<file path="src/rtl/vga_params.sv">
// Shared VGA geometry, coordinate widths and plotter state encodings.
package vga_params;
  localparam int SCREEN_W = 160;
  localparam int SCREEN_H = 120;
  localparam int X_W      = 8;
  localparam int Y_W      = 7;
  localparam int COL_W    = 3;

  typedef enum logic [1:0] {
    ST_IDLE  = 2'd0,
    ST_DRAW  = 2'd1,
    ST_CLEAR = 2'd2,
    ST_DONE  = 2'd3
  } plot_state_t;
endpackage

</file>
<file path="src/rtl/xy_counter.sv">
// 2-D raster counter: x is the fast index, y advances when x wraps.
// Limits are run-time inputs so one instance serves both square and screen sweeps.
module xy_counter #(
  parameter int X_W = 8,
  parameter int Y_W = 7
) (
  input  logic           clk,
  input  logic           clr,
  input  logic           en,
  input  logic [X_W-1:0] xmax,
  input  logic [Y_W-1:0] ymax,
  output logic [X_W-1:0] x,
  output logic [Y_W-1:0] y,
  output logic           last
);
  logic [X_W-1:0] x_q;
  logic [Y_W-1:0] y_q;

  assign x    = x_q;
  assign y    = y_q;
  assign last = (x_q == xmax) && (y_q == ymax);

  // Raster advance; clr has priority and returns to the origin.
  always_ff @(posedge clk) begin
    if (clr) begin
      x_q <= '0;
      y_q <= '0;
    end else if (en) begin
      if (x_q == xmax) begin
        x_q <= '0;
        y_q <= (y_q == ymax) ? '0 : y_q + 1'b1;
      end else begin
        x_q <= x_q + 1'b1;
      end
    end
  end
endmodule

</file>
<file path="src/rtl/pixel_plotter.sv">
// Pixel-sweep engine: draws an SQ_SIZE x SQ_SIZE square or clears the screen,
// one pixel per clock, all outputs registered.
module pixel_plotter
  import vga_params::*;
#(
  parameter int SQ_SIZE  = 4,
  parameter int SCREEN_W = vga_params::SCREEN_W,
  parameter int SCREEN_H = vga_params::SCREEN_H,
  parameter int COL_W    = vga_params::COL_W
) (
  input  logic             clk,
  input  logic             reset,
  input  logic             start,
  input  logic             clear,
  input  logic [X_W-1:0]   x_in,
  input  logic [Y_W-1:0]   y_in,
  input  logic [COL_W-1:0] col_in,
  output logic [X_W-1:0]   x_out,
  output logic [Y_W-1:0]   y_out,
  output logic [COL_W-1:0] col_out,
  output logic             plot,
  output logic             busy,
  output logic             done
);
  localparam logic [X_W-1:0] SQ_XMAX  = X_W'(SQ_SIZE - 1);
  localparam logic [Y_W-1:0] SQ_YMAX  = Y_W'(SQ_SIZE - 1);
  localparam logic [X_W-1:0] SCR_XMAX = X_W'(SCREEN_W - 1);
  localparam logic [Y_W-1:0] SCR_YMAX = Y_W'(SCREEN_H - 1);
  localparam logic [X_W-1:0] X_LIM    = X_W'(SCREEN_W);
  localparam logic [Y_W-1:0] Y_LIM    = Y_W'(SCREEN_H);

  plot_state_t state_q, state_d;
  logic mode_q, mode_d;  // 1 = clear sweep
  logic fin_q, fin_d;    // final pixel is on the outputs
  logic [X_W-1:0]   xbase_q, xbase_d;
  logic [Y_W-1:0]   ybase_q, ybase_d;
  logic [COL_W-1:0] colr_q, colr_d;
  logic [X_W-1:0]   x_q, x_d;
  logic [Y_W-1:0]   y_q, y_d;
  logic [COL_W-1:0] col_q, col_d;
  logic plot_q, plot_d, busy_q, busy_d, done_q, done_d;

  // The counter runs one pixel ahead of the output registers: it sits at the
  // origin in IDLE, the start edge presents pixel 0 and steps it to pixel 1.
  logic           cnt_clr, cnt_en, cnt_last, mode_sel;
  logic [X_W-1:0] cnt_x, cnt_xmax;
  logic [Y_W-1:0] cnt_y, cnt_ymax;

  assign mode_sel = (state_q == ST_IDLE) ? clear : mode_q;
  assign cnt_xmax = mode_sel ? SCR_XMAX : SQ_XMAX;
  assign cnt_ymax = mode_sel ? SCR_YMAX : SQ_YMAX;

  xy_counter #(.X_W(X_W), .Y_W(Y_W)) u_cnt (
    .clk  (clk),
    .clr  (cnt_clr | reset),
    .en   (cnt_en),
    .xmax (cnt_xmax),
    .ymax (cnt_ymax),
    .x    (cnt_x),
    .y    (cnt_y),
    .last (cnt_last)
  );

  // Square pixel address: base plus offset, truncated to port width, then clipped.
  logic [X_W-1:0] src_x, sum_x;
  logic [Y_W-1:0] src_y, sum_y;
  logic           vis;
  assign src_x = (state_q == ST_IDLE) ? x_in : xbase_q;
  assign src_y = (state_q == ST_IDLE) ? y_in : ybase_q;
  assign sum_x = src_x + cnt_x;
  assign sum_y = src_y + cnt_y;
  assign vis   = (sum_x < X_LIM) && (sum_y < Y_LIM);

  // State, latches and output registers.
  always_ff @(posedge clk) begin
    if (reset) begin
      state_q <= ST_IDLE;
      mode_q  <= 1'b0;
      fin_q   <= 1'b0;
      xbase_q <= '0;
      ybase_q <= '0;
      colr_q  <= '0;
      x_q     <= '0;
      y_q     <= '0;
      col_q   <= '0;
      plot_q  <= 1'b0;
      busy_q  <= 1'b0;
      done_q  <= 1'b0;
    end else begin
      state_q <= state_d;
      mode_q  <= mode_d;
      fin_q   <= fin_d;
      xbase_q <= xbase_d;
      ybase_q <= ybase_d;
      colr_q  <= colr_d;
      x_q     <= x_d;
      y_q     <= y_d;
      col_q   <= col_d;
      plot_q  <= plot_d;
      busy_q  <= busy_d;
      done_q  <= done_d;
    end
  end

  // Next state, counter control and next output values.
  always_comb begin
    state_d = state_q;
    mode_d  = mode_q;
    fin_d   = 1'b0;
    xbase_d = xbase_q;
    ybase_d = ybase_q;
    colr_d  = colr_q;
    x_d     = x_q;
    y_d     = y_q;
    col_d   = col_q;
    plot_d  = 1'b0;
    busy_d  = 1'b0;
    done_d  = 1'b0;
    cnt_clr = 1'b0;
    cnt_en  = 1'b0;
    case (state_q)
      ST_IDLE: begin
        if (start) begin
          mode_d = clear;
          busy_d = 1'b1;
          cnt_en = 1'b1;
          if (clear) begin
            state_d = ST_CLEAR;
            x_d     = '0;
            y_d     = '0;
            col_d   = '0;
            plot_d  = 1'b1;
          end else begin
            state_d = ST_DRAW;
            xbase_d = x_in;
            ybase_d = y_in;
            colr_d  = col_in;
            x_d     = sum_x;
            y_d     = sum_y;
            col_d   = col_in;
            plot_d  = vis;
          end
        end else begin
          cnt_clr = 1'b1;
        end
      end
      ST_DRAW, ST_CLEAR: begin
        busy_d = 1'b1;
        if (fin_q) begin
          state_d = ST_DONE;
          done_d  = 1'b1;
        end else begin
          fin_d  = cnt_last;
          cnt_en = !cnt_last;
          if (state_q == ST_CLEAR) begin
            x_d    = cnt_x;
            y_d    = cnt_y;
            col_d  = '0;
            plot_d = 1'b1;
          end else begin
            x_d    = sum_x;
            y_d    = sum_y;
            col_d  = colr_q;
            plot_d = vis;
          end
        end
      end
      ST_DONE: begin
        state_d = ST_IDLE;
        cnt_clr = 1'b1;
      end
      default: state_d = ST_IDLE;
    endcase
  end

  assign x_out   = x_q;
  assign y_out   = y_q;
  assign col_out = col_q;
  assign plot    = plot_q;
  assign busy    = busy_q;
  assign done    = done_q;
endmodule

</file>
<file path="config.mk">
export PLATFORM = sky130hd
export DESIGN_NAME = pixel_plotter
export DESIGN_NICKNAME = d
export VERILOG_FILES = /design/src/rtl/vga_params.sv /design/src/rtl/xy_counter.sv /design/src/rtl/pixel_plotter.sv
export SDC_FILE = /design/constraint.sdc
export NUM_CORES = 1
export LEC_CHECK = 0
export ABC_AREA = 0
export CORE_MARGIN = 5
export CORE_UTILIZATION = 35
export CTS_BUF_LIST = sky130_fd_sc_hd__clkbuf_2
export CTS_CLUSTER_DIAMETER = 120
export DETAILED_ROUTE_END_ITERATION = 12
export HOLD_SLACK_MARGIN = 0.03
export PLACE_DENSITY = 0.63
export SLEW_MARGIN = 20
export SYNTH_ARGS = -nofsm -noshare
export SYNTH_HDL_FRONTEND = slang
export SYNTH_SLANG_ARGS = --single-unit
</file>
<file path="constraint.sdc">
create_clock -name clk -period 7.83 [get_ports clk]
set_input_delay 2.349 -clock clk [delete_from_list [all_inputs] [get_ports clk]]
set_output_delay 2.349 -clock clk [all_outputs]
set_load 0.1 [all_outputs]
</file>
==> key figures, run 1 <==
Logic synthesis
  – Most instantiated cells after synthesis: 58 x dfxtp_1, 51 x nand2_1, 42 x nor2_1, 33 x a21oi_1, 21 x o21ai_0
  – Area contributors post-synth: dfxtp_1 35%, ha_1 6.9%, nand2_1 5.8%, a21oi_1 5.0%, mux2_2 4.8%
  – Sequential share of the synthesized area: roughly 35%
  – Netlist cell types: between 40 and 50
  – Post-synth EDFFs: 0
  – Synthesized instance count: 397
  – Synth Cell Area: about 0.0033 mm²
  – Flops & latches, synth: 58
  – Post-synth top area share: 35.5%
  – Main flop type after synthesis: dfxtp_1
  – Synth Net Count: 439
  – Synth warn: 0
  – Cell with the most instances after synthesis: dfxtp_1
  – Post-Syn Area per Cell: between 8 and 9 µm²
  – Synth area leader: dfxtp_1
  – Synth async-reset ratio: 0%

Timing
  – Part of the cycle the worst path needs: 59.2%
  – Slew margin rel.: 31.2%
  – Setup violations, final: 0
  – PnR worst setup slack: about 3.2 ns
  – Final Critical Period: approximately 4.6 ns
  – Max Clock Freq: ~220 MHz
  – RSZ-0062 raised after global routing: false
  – Worst-margin pin slew: 1.03 ns
  – Final Hold Fails: 0
  – Clock skew: a little under 0.03 ns
  – Setup TNS: 0 ns
  – Slew Viols, Final: 0

Clock network
  – Root Driver: clkbuf_2
  – Setup Fix Bufs, Post-CTS: 0
  – Clock latency on the worst-skew pair: about 0.48 ns
  – Clock transition at path regs: about 0.15 ns
  – Max Root-Sink Buffers: 2
  – Resize count post-CTS: 0
  – Sink Count: 58
  – CTS buffer count: 9
  – CTS tree: built
  – CTS Hold Bufs: 0
  – H-tree depth: 3

Place
  – Post-Place Setup Slack: between 2 and 3 ns
  – Port Buf Inserts: 42
  – GP Congestion: between 0.8 and 0.9
  – DP HPWL: a little over 6 mm
  – Dpl cells: roughly 530

Drt
  – Antenna viol nets, final: 0
  – Wire per inst: approximately 16 µm
  – Initial DRC Count: approximately 160
  – Routed vias/inst: ~5.5
  – # DRC: 0
  – Vias: between 2000 and 3000
  – WL final: roughly 8.7 mm
  – DRT Pass-1 Iters: 4

Final layout
  – Area of the multi-input gates: 0.00198 mm²
  – Ant. Diodes: 0
  – Share of cells above drive strength 1: 8.51%
  – Fin nets: 473
  – FF+latch area: roughly 0.0012 mm²
  – Finished Layout Cells: about 550
  – Area Growth Syn to Fin: 18.2%
  – Fillers: 936

Power and ir drop
  – Maximum vdd drop: roughly 270 µV
  – Pwr Total: ~0.0017 W
  – Power Dens Cells: roughly 430 mW/mm²
  – Pleak: roughly 1.4 nW

Outcome
  – Status: finished clean

GRT
  – First-pass GRT wire length: about 14 mm
  – GRT Overall Usage: between 10% and 20%
  – GRT Residual Overflow: 0
  – Number of global-route vias before repair: 2977
  – Initial antenna violation count: 0
  – Largest net degree at the start of global routing: 40

Worst hold path
  – Min-delay src: xbase_q[3]$_SDFFE_PP0P_
  – Class of the worst hold path: reg2reg
  – Hold depth: 2

Worst setup path
  – Worst Path Class, Setup: in2reg
  – R2r worst-path depth: 12
  – WP data required: between 8 and 9 ns
  – Arrival time worst endpoint: between 5 and 6 ns
  – CP endpoint kind: flop
  – Critical path startpoint category: input port
  – CP max FO: 11
  – Reg2reg start: state_q[0]$_SDFFE_PP0P_
  – Crit path launch: clear

Floorplanning
  – Die extent in x: around 110 µm
  – Core ar.: just over 0.009 mm²
  – FP Rows: 35
  – Die height: ~110 µm
  – Initial core utilization: between 30% and 40%
  – Die area: about 0.011 mm²
  – Ports: 43

Run
  – # Max-Cap Violations: 0
==> logic make-up after synthesis <==
logic type | after synthesis | synth area share [%]
AO/OA/AOI/OAI | 100 | 19.7
XOR/XNOR | 20 | 5.35
adder cells (fa/ha/maj) | 20 | 8.10
buffers and inverters | 35 | 4.05
flip-flops | 58 | 35.5
multiplexers | 21 | 7.11
AND/OR/NAND/NOR | 143 | 20.2
==> final timing paths <==
path,end,slack (ns)
worst max-delay path,u_cnt.x[7]$_SDFFE_PP0P_,3.20
worst min-delay path,xbase_q[3]$_SDFFE_PP0P_,0.46
worst max register to register,plot$_SDFF_PP0_,4.64
worst min register to register,xbase_q[3]$_SDFFE_PP0P_,0.46
==> flip-flops by register name, summed over array words and instances (netlist names) <==
signal / cells
fin_q: 1
x_out: 8
done: 1
state_q: 2
busy: 1
plot: 1
xbase_q: 8
u_cnt.y: 7
u_cnt.x: 8
colr_q: 3
y_out: 7
mode_q: 1
ybase_q: 7
col_out: 3
==> worst max-delay path, stage by stage <==
cell,delay [ns]
clkdlybuf4s50_1,0.60
mux2_4,0.37
mux2i_1,0.15
o41ai_1,0.89
a21oi_1,0.31
a21bo_2,0.26
a21oi_1,0.11
==> area by class of cell <==
cell class                 instances  share of cell area (%)
multi-input combinational        304                    51.2
sequential                        58                    30.0
timing repair buffer              45                    11.4
tap                              111                    3.59
clock buffer                      10                    1.29
inverter                          13                    1.26
clock inverter                     5                    1.20
==> placed cells by master, fill, tap and decap left out, drive strengths merged, types with 3 or more instances in the layout <==
cell,n
inv,13
o21ai,21
nor3,10
clkbuf,10
nand4,3
nor2,42
xnor2,15
mux2i,6
a311oi,3
clkdlybuf4s50,42
clkinv,4
xor2,5
a21oi,33
o221ai,3
nand2,51
a221oi,11
dfxtp,58
nand2b,8
a211oi,10
buf,3
ha,18
mux2,15
nand3,7
a31oi,3
or3,4
==> where the power goes <==
group / switching [W] / internal, W
clock: 0.000108 / 0.0000700
combinational: 0.000759 / 0.000324
sequential: 0.0000378 / 0.000363
total: 0.000905 / 0.000758
==> per-stage QoR <==
stage                     hold WS (ns)  cell area [µm²]  utilization, %
final                            0.462             3870            42.1
after floorplan                  0.434             3270               -
after CTS                        0.466             3870            42.1
after global routing             0.484             3870            42.1
after global placement           0.439             3770            41.0
after detailed placement         0.446             3770            41.0
==> metal layers <==
layer | up-vias | share of wire [%] | track usage [%]
met2 | 61 | 50 | 27.4
met4 | 0 | 0.92 | 3.11
met3 | 9 | 4.6 | 4.46
met5 | - | 0 | 0
li1 | 1489 | - | -
met1 | 1424 | 44 | 19.4
(Power assumes the default switching activity.)
==> run 2, diff against run 1 <==
==> constraint.sdc (replaced) <==
create_clock -name clk -period 4.65 [get_ports clk]
set_input_delay 1.395 -clock clk [delete_from_list [all_inputs] [get_ports clk]]
set_output_delay 1.395 -clock clk [all_outputs]
set_load 0.1 [all_outputs]
==> run 2 against run 1 <==
Compared with the run above: global-route usage down 0.10 points; non-clock buffer count up 5; utilization up 0.12 points; sequential power up 68%; clock skew down 0.0025 ns; final area up 0.29%; wire length down 0.91%; critical path depth unchanged; final cell count up 0.92%.
==> key figures, run 2 (synthesis gave the netlist of run 1 again) <==
Outcome
  – Status: finished clean

Timing
  – Max Clock Freq: about 280 MHz
  – Final Critical Period: between 3 and 4 ns
  – Part of the cycle the worst path needs: around 76%
  – Final Hold Fails: 0
  – Slew Viols, Final: 0
  – Worst-margin pin slew: 0.983 ns
  – Worst hold slack: around 0.47 ns
  – Setup violations, final: 0
  – Setup TNS: 0 ns
  – Clock skew: 0.0274 ns
  – RSZ-0062 raised after global routing: false
  – Slew margin rel.: roughly 34%

Power and ir drop
  – Pwr Total: around 0.0028 W
  – Pleak: roughly 1.4 nW
  – Maximum vdd drop: 428 µV
  – Power Dens Cells: ~700 mW/mm²

Final layout
  – Share of cells above drive strength 1: under 10%
  – Fin nets: around 480
  – Ant. Diodes: 0
  – Area Growth Syn to Fin: 18.6%
  – Fillers: between 900 and 1000
  – Fin util: 42.2%
  – Design area: 0.00388 mm²
  – Most frequent cells in the layout: 58 x dfxtp_1, 51 x nand2_1, 42 x nor2_1, 42 x clkdlybuf4s50_1, 33 x a21oi_1
  – Most common cell after layout, fill and taps aside: dfxtp_1

Clock network
  – Root Driver: clkbuf_2
  – CTS tree: built
  – CTS Hold Bufs: 0
  – Setup Fix Bufs, Post-CTS: 0
  – H-tree depth: 3
  – CTS buffer count: 9
  – Resize count post-CTS: 0
  – Sink Count: 58
  – Clock latency on the worst-skew pair: ~0.5 ns
  – Max Root-Sink Buffers: 2
  – Clock transition at path regs: roughly 0.18 ns

Drt
  – DRT Pass-1 Iters: 4
  – Routed vias/inst: about 5.4
  – Wire per inst: around 16 µm
  – Vias: about 3000
  – # DRC: 0
  – Initial DRC Count: 201
  – Antenna viol nets, final: 0
  – WL final: 8.63 mm

GRT
  – First-pass GRT wire length: 14.2 mm
  – GRT Residual Overflow: 0
  – Number of global-route vias before repair: roughly 2900
  – GRT Overall Usage: roughly 16%
  – Largest net degree at the start of global routing: 25
  – Initial antenna violation count: 0

Worst setup path
  – Crit path max-delay family: simple AND/OR/NAND/NOR gates
  – Arrival time worst endpoint: between 3 and 4 ns
  – Slowest stage delay, CP: around 0.61 ns
  – Crit-path cells: clkdlybuf4s50_1, mux2_4, mux2i_1, or3_4, a2111o_1, or4_1, a21oi_1
  – WP depth: 7
  – CP endpoint kind: flop
  – Worst Path Class, Setup: in2reg
  – Critical path startpoint category: input port
  – Critical path's slowest cell: clkdlybuf4s50_1
  – R2r worst-path depth: 13
  – WP data required: 5.07 ns
  – WP buf/inv: 1
  – CP max FO: 11

Floorplanning
  – Initial core utilization: between 30% and 40%
  – Ports: between 40 and 50
  – Die area: 0.0114 mm²
  – Die extent in x: roughly 110 µm
  – FP Rows: 35
  – Core ar.: between 0.009 and 0.01 mm²
  – Die height: ~110 µm

Place
  – DP Area: 0.00381 mm²
  – DP HPWL: approximately 6.4 mm
  – Port Buf Inserts: 42
  – GP Congestion: ~0.85

Worst hold path
  – Class of the worst hold path: reg2reg
  – Hold depth: 2

Run
  – # Max-Cap Violations: 0
-- run 2: cell count changes in the layout (fill, tap and decap cells not counted) --
cell,before,now
bufinv_16,1,0
o21ai_0,21,20
nor2_1,41,42
buf_4,3,8
nor2_2,1,0
clkinv_2,1,3
o21ai_1,0,1
clkinv_1,3,2
-- run 2: through the flow --
stage	cells	worst slack (ns)
after floorplan	397	1.31
after global placement	536	0.718
after detailed placement	536	0.658
after CTS	551	1.16
after global routing	551	1.07
final	551	1.10
-- run 2: final timing paths --
path	start	end	slack [ns]
setup reg to reg	state_q[0]$_SDFFE_PP0P_	plot$_SDFF_PP0_	1.35
hold reg to reg	xbase_q[7]$_SDFFE_PP0P_	xbase_q[7]$_SDFFE_PP0P_	0.47
hold / removal	xbase_q[7]$_SDFFE_PP0P_	xbase_q[7]$_SDFFE_PP0P_	0.47
setup / recovery	clear	u_cnt.y[6]$_SDFFE_PP0P_	1.10
-- run 2: worst reg2reg max path, delay by kind of cell, from the launching register on --
family | cells | cell delay, ns
fa+ha+maj | 3 | 0.81
compound gates | 4 | 0.94
mux | 1 | 0.37
simple gates | 1 | 0.07
xor+xnor | 1 | 0.17
buf+inv | 3 | 0.48
flops | 1 | 0.36
-- run 2: final cells by class --
class | instances | area (µm²) | area share, %
clock buffer | 10 | 50.0 | 1.29
clock inverter | 5 | 22.5 | 0.580
inverter | 13 | 48.8 | 1.26
multi-input combinational | 304 | 1980 | 51.0
sequential | 58 | 1160 | 29.9
tap | 111 | 139 | 3.58
timing repair buffer | 50 | 480 | 12.4
-- run 2: routing by layer --
| layer | wire length (µm) | track usage (%) | part of all wire (%) | vias up |
|---|---|---|---|---|
| li1 | - | - | - | 1491 |
| met1 | 3720 | 18.9 | 43 | 1408 |
| met2 | 4330 | 26.9 | 50 | 77 |
| met3 | 461 | 5.00 | 5.3 | 10 |
| met4 | 107 | 3.84 | 1.2 | 0 |
| met5 | 0 | 0 | 0 | - |
-- run 2: where the power goes --
group          internal [W]  total, W  switching (W)
clock network     0.0000637  0.000247       0.000184
logic              0.000573   0.00185        0.00128
registers          0.000611  0.000675      0.0000640
total               0.00125   0.00277        0.00153
==> run 3, diff against run 2 <==
==> constraint.sdc (replaced) <==
create_clock -name clk -period 3.5 [get_ports clk]
set_input_delay 1.05 -clock clk [delete_from_list [all_inputs] [get_ports clk]]
set_output_delay 1.05 -clock clk [all_outputs]
set_load 0.1 [all_outputs]
==> run 3 against run 2 <==
Compared with the run above: final cell count grew 1.3%; utilization grew 0.19 points; power grew 33%; die area is the same; final area grew 0.45%; via count grew 0.50%; clock power grew 30%; wire length grew 1.1%.
==> key figures, run 3 (synthesis gave the netlist of run 1 again) <==
Outcome
  – Status: finished clean

GRT
  – GRT Overall Usage: around 16%
  – Number of global-route vias before repair: 2940
  – Global route hottest layer: met2
  – Met3 Use GR: between 4 and 5%
  – Initial antenna violation count: 0
  – First-pass GRT wire length: 14.1 mm
  – Routing usage on met2: 26.3%
  – Met1 Use GR: about a fifth
  – GRT Residual Overflow: 0
  – Largest net degree at the start of global routing: 19

Run
  – # Max-Cap Violations: 0

Clock network
  – Clock latency on the worst-skew pair: around 0.49 ns
  – Root Driver: clkbuf_2
  – Setup Fix Bufs, Post-CTS: 0
  – Sink Count: between 50 and 60
  – Max Root-Sink Buffers: 2
  – CTS Hold Bufs: 0
  – Clock transition at path regs: approximately 0.15 ns
  – Resize count post-CTS: 0
  – CTS buffer count: 9
  – H-tree depth: 3
  – CTS tree: built

Drt
  – Wire per inst: 15.6 µm
  – Initial DRC Count: 106
  – WL final: a little under 9 mm
  – # DRC: 0
  – Routed vias/inst: about 5.4
  – Vias: approximately 3000
  – Antenna viol nets, final: 0
  – DRT Pass-1 Iters: 5

Worst setup path
  – Worst Path Class, Setup: reg2reg
  – Slowest stage delay, CP: ~0.43 ns
  – Critical path's slowest cell: ha_1
  – CP endpoint kind: flop
  – WP data required: ~3.9 ns
  – Critical path startpoint category: flop
  – CP max FO: 18
  – WP buf/inv: 3
  – Arrival time worst endpoint: 3.50 ns
  – Reg-to-reg slack, setup: between 0.3 and 0.4 ns
  – Crit path max-delay family: compound AO/OA/AOI/OAI gates
  – Crit-path cells: inv_1, ha_1, buf_12, mux2_2, ha_1, inv_1, fa_1, nor2b_1, o31a_1, o21ai_0, xnor2_1, o21ai_0, a31o_2

Final layout
  – Ant. Diodes: 0
  – Most common cell after layout, fill and taps aside: dfxtp_1
  – Fin nets: 487
  – Area Growth Syn to Fin: 19.1%
  – Share of cells above drive strength 1: ~16%
  – Most frequent cells in the layout: 58 x dfxtp_1, 51 x nand2_1, 42 x nor2_1
  – Fin util: 42.4%
  – Fillers: around 960

Floorplanning
  – Core ar.: between 0.009 and 0.01 mm²
  – Die extent in x: approximately 110 µm
  – Ports: 43
  – Die height: between 100 and 150 µm
  – Initial core utilization: a little over a third
  – FP Rows: 35
  – Die area: ~0.011 mm²

Timing
  – Max Clock Freq: about 320 MHz
  – Final Hold Fails: 0
  – Slew margin rel.: 33.1%
  – Part of the cycle the worst path needs: between 80 and 90%
  – Clock skew: around 0.030 ns
  – Setup violations, final: 0
  – Final Critical Period: 3.10 ns
  – Worst hold slack: 0.465 ns
  – RSZ-0062 raised after global routing: false
  – Slew Viols, Final: 0
  – Worst-margin pin slew: roughly 1 ns

Place
  – DP HPWL: 6.47 mm
  – GP Congestion: between 0.8 and 0.9
  – Port Buf Inserts: 42

Power and ir drop
  – Pleak: about 1.5 nW
  – Pwr Total: between 0.003 and 0.004 W
  – Maximum vdd drop: between 700 and 800 µV
  – Power Dens Cells: about 950 mW/mm²

Worst hold path
  – Class of the worst hold path: reg2reg
run 3: changes by cell type in the layout (fill, tap and decap cells not counted):
cell             previous run  this run
o21ai_0                    20        21
buf_12                      0         1
clkbuf_2                   10        11
o21ai_1                     1         0
buf_4                       8        37
clkdlybuf4s50_1            42        21
clkinv_2                    3         0
run 3: per-stage QoR:
step	setup TNS [ns]	cell area [µm²]	worst slack [ns]	instances
6_report	0	3900	0.397	558
5_1_grt	0	3900	0.246	558
4_1_cts	0	3900	0.368	558
3_5_place_dp	-0.0942	3840	-0.0942	545
3_3_place_gp	-0.0216	3840	-0.0216	545
2_1_floorplan	0	3270	0.159	397
run 3: tightest hold or removal path: stages, from the launching register on:
cell and delay (ns):
dfxtp_1 0.34, nand2_1 0.05, a21oi_1 0.05
run 3: final cells by class:
type                    count  area, µm²  area share [%]
well taps                 111        139            3.56
clock buffers              11       55.1            1.41
repair buffers             59        508            13.0
inverters                  13       48.8            1.25
flip-flops and latches     58       1160            29.8
multi-input cells         304       1980            50.8
clock inverters             2       7.51           0.192
run 3: per-layer routing:
metal  vias to the layer above  part of all wire (%)  wire length [µm]
met3                        12                   5.1               446
met2                        60                    49              4260
met5                         -                     0                 0
met4                         0                   1.7               148
li1                       1511                     -                 -
met1                      1418                    44              3870
run 3: power breakdown:
group	switching [W]	internal, W	total (W)	leakage, nW
logic	0.00169	0.000778	0.00247	0.997
registers	0.0000928	0.000813	0.000905	0.474
clock network	0.000237	0.0000840	0.000321	0.0488
run 3: path summary, 6_finish.rpt:
| check | to | start | depth (start not counted) |
|---|---|---|---|
| min | ybase_q[6]$_SDFFE_PP0P_ | ybase_q[6]$_SDFFE_PP0P_ | 2 |
| max reg2reg | plot$_SDFF_PP0_ | state_q[0]$_SDFFE_PP0P_ | 13 |
| max | plot$_SDFF_PP0_ | state_q[0]$_SDFFE_PP0P_ | 13 |
| min reg2reg | ybase_q[6]$_SDFFE_PP0P_ | ybase_q[6]$_SDFFE_PP0P_ | 2 |
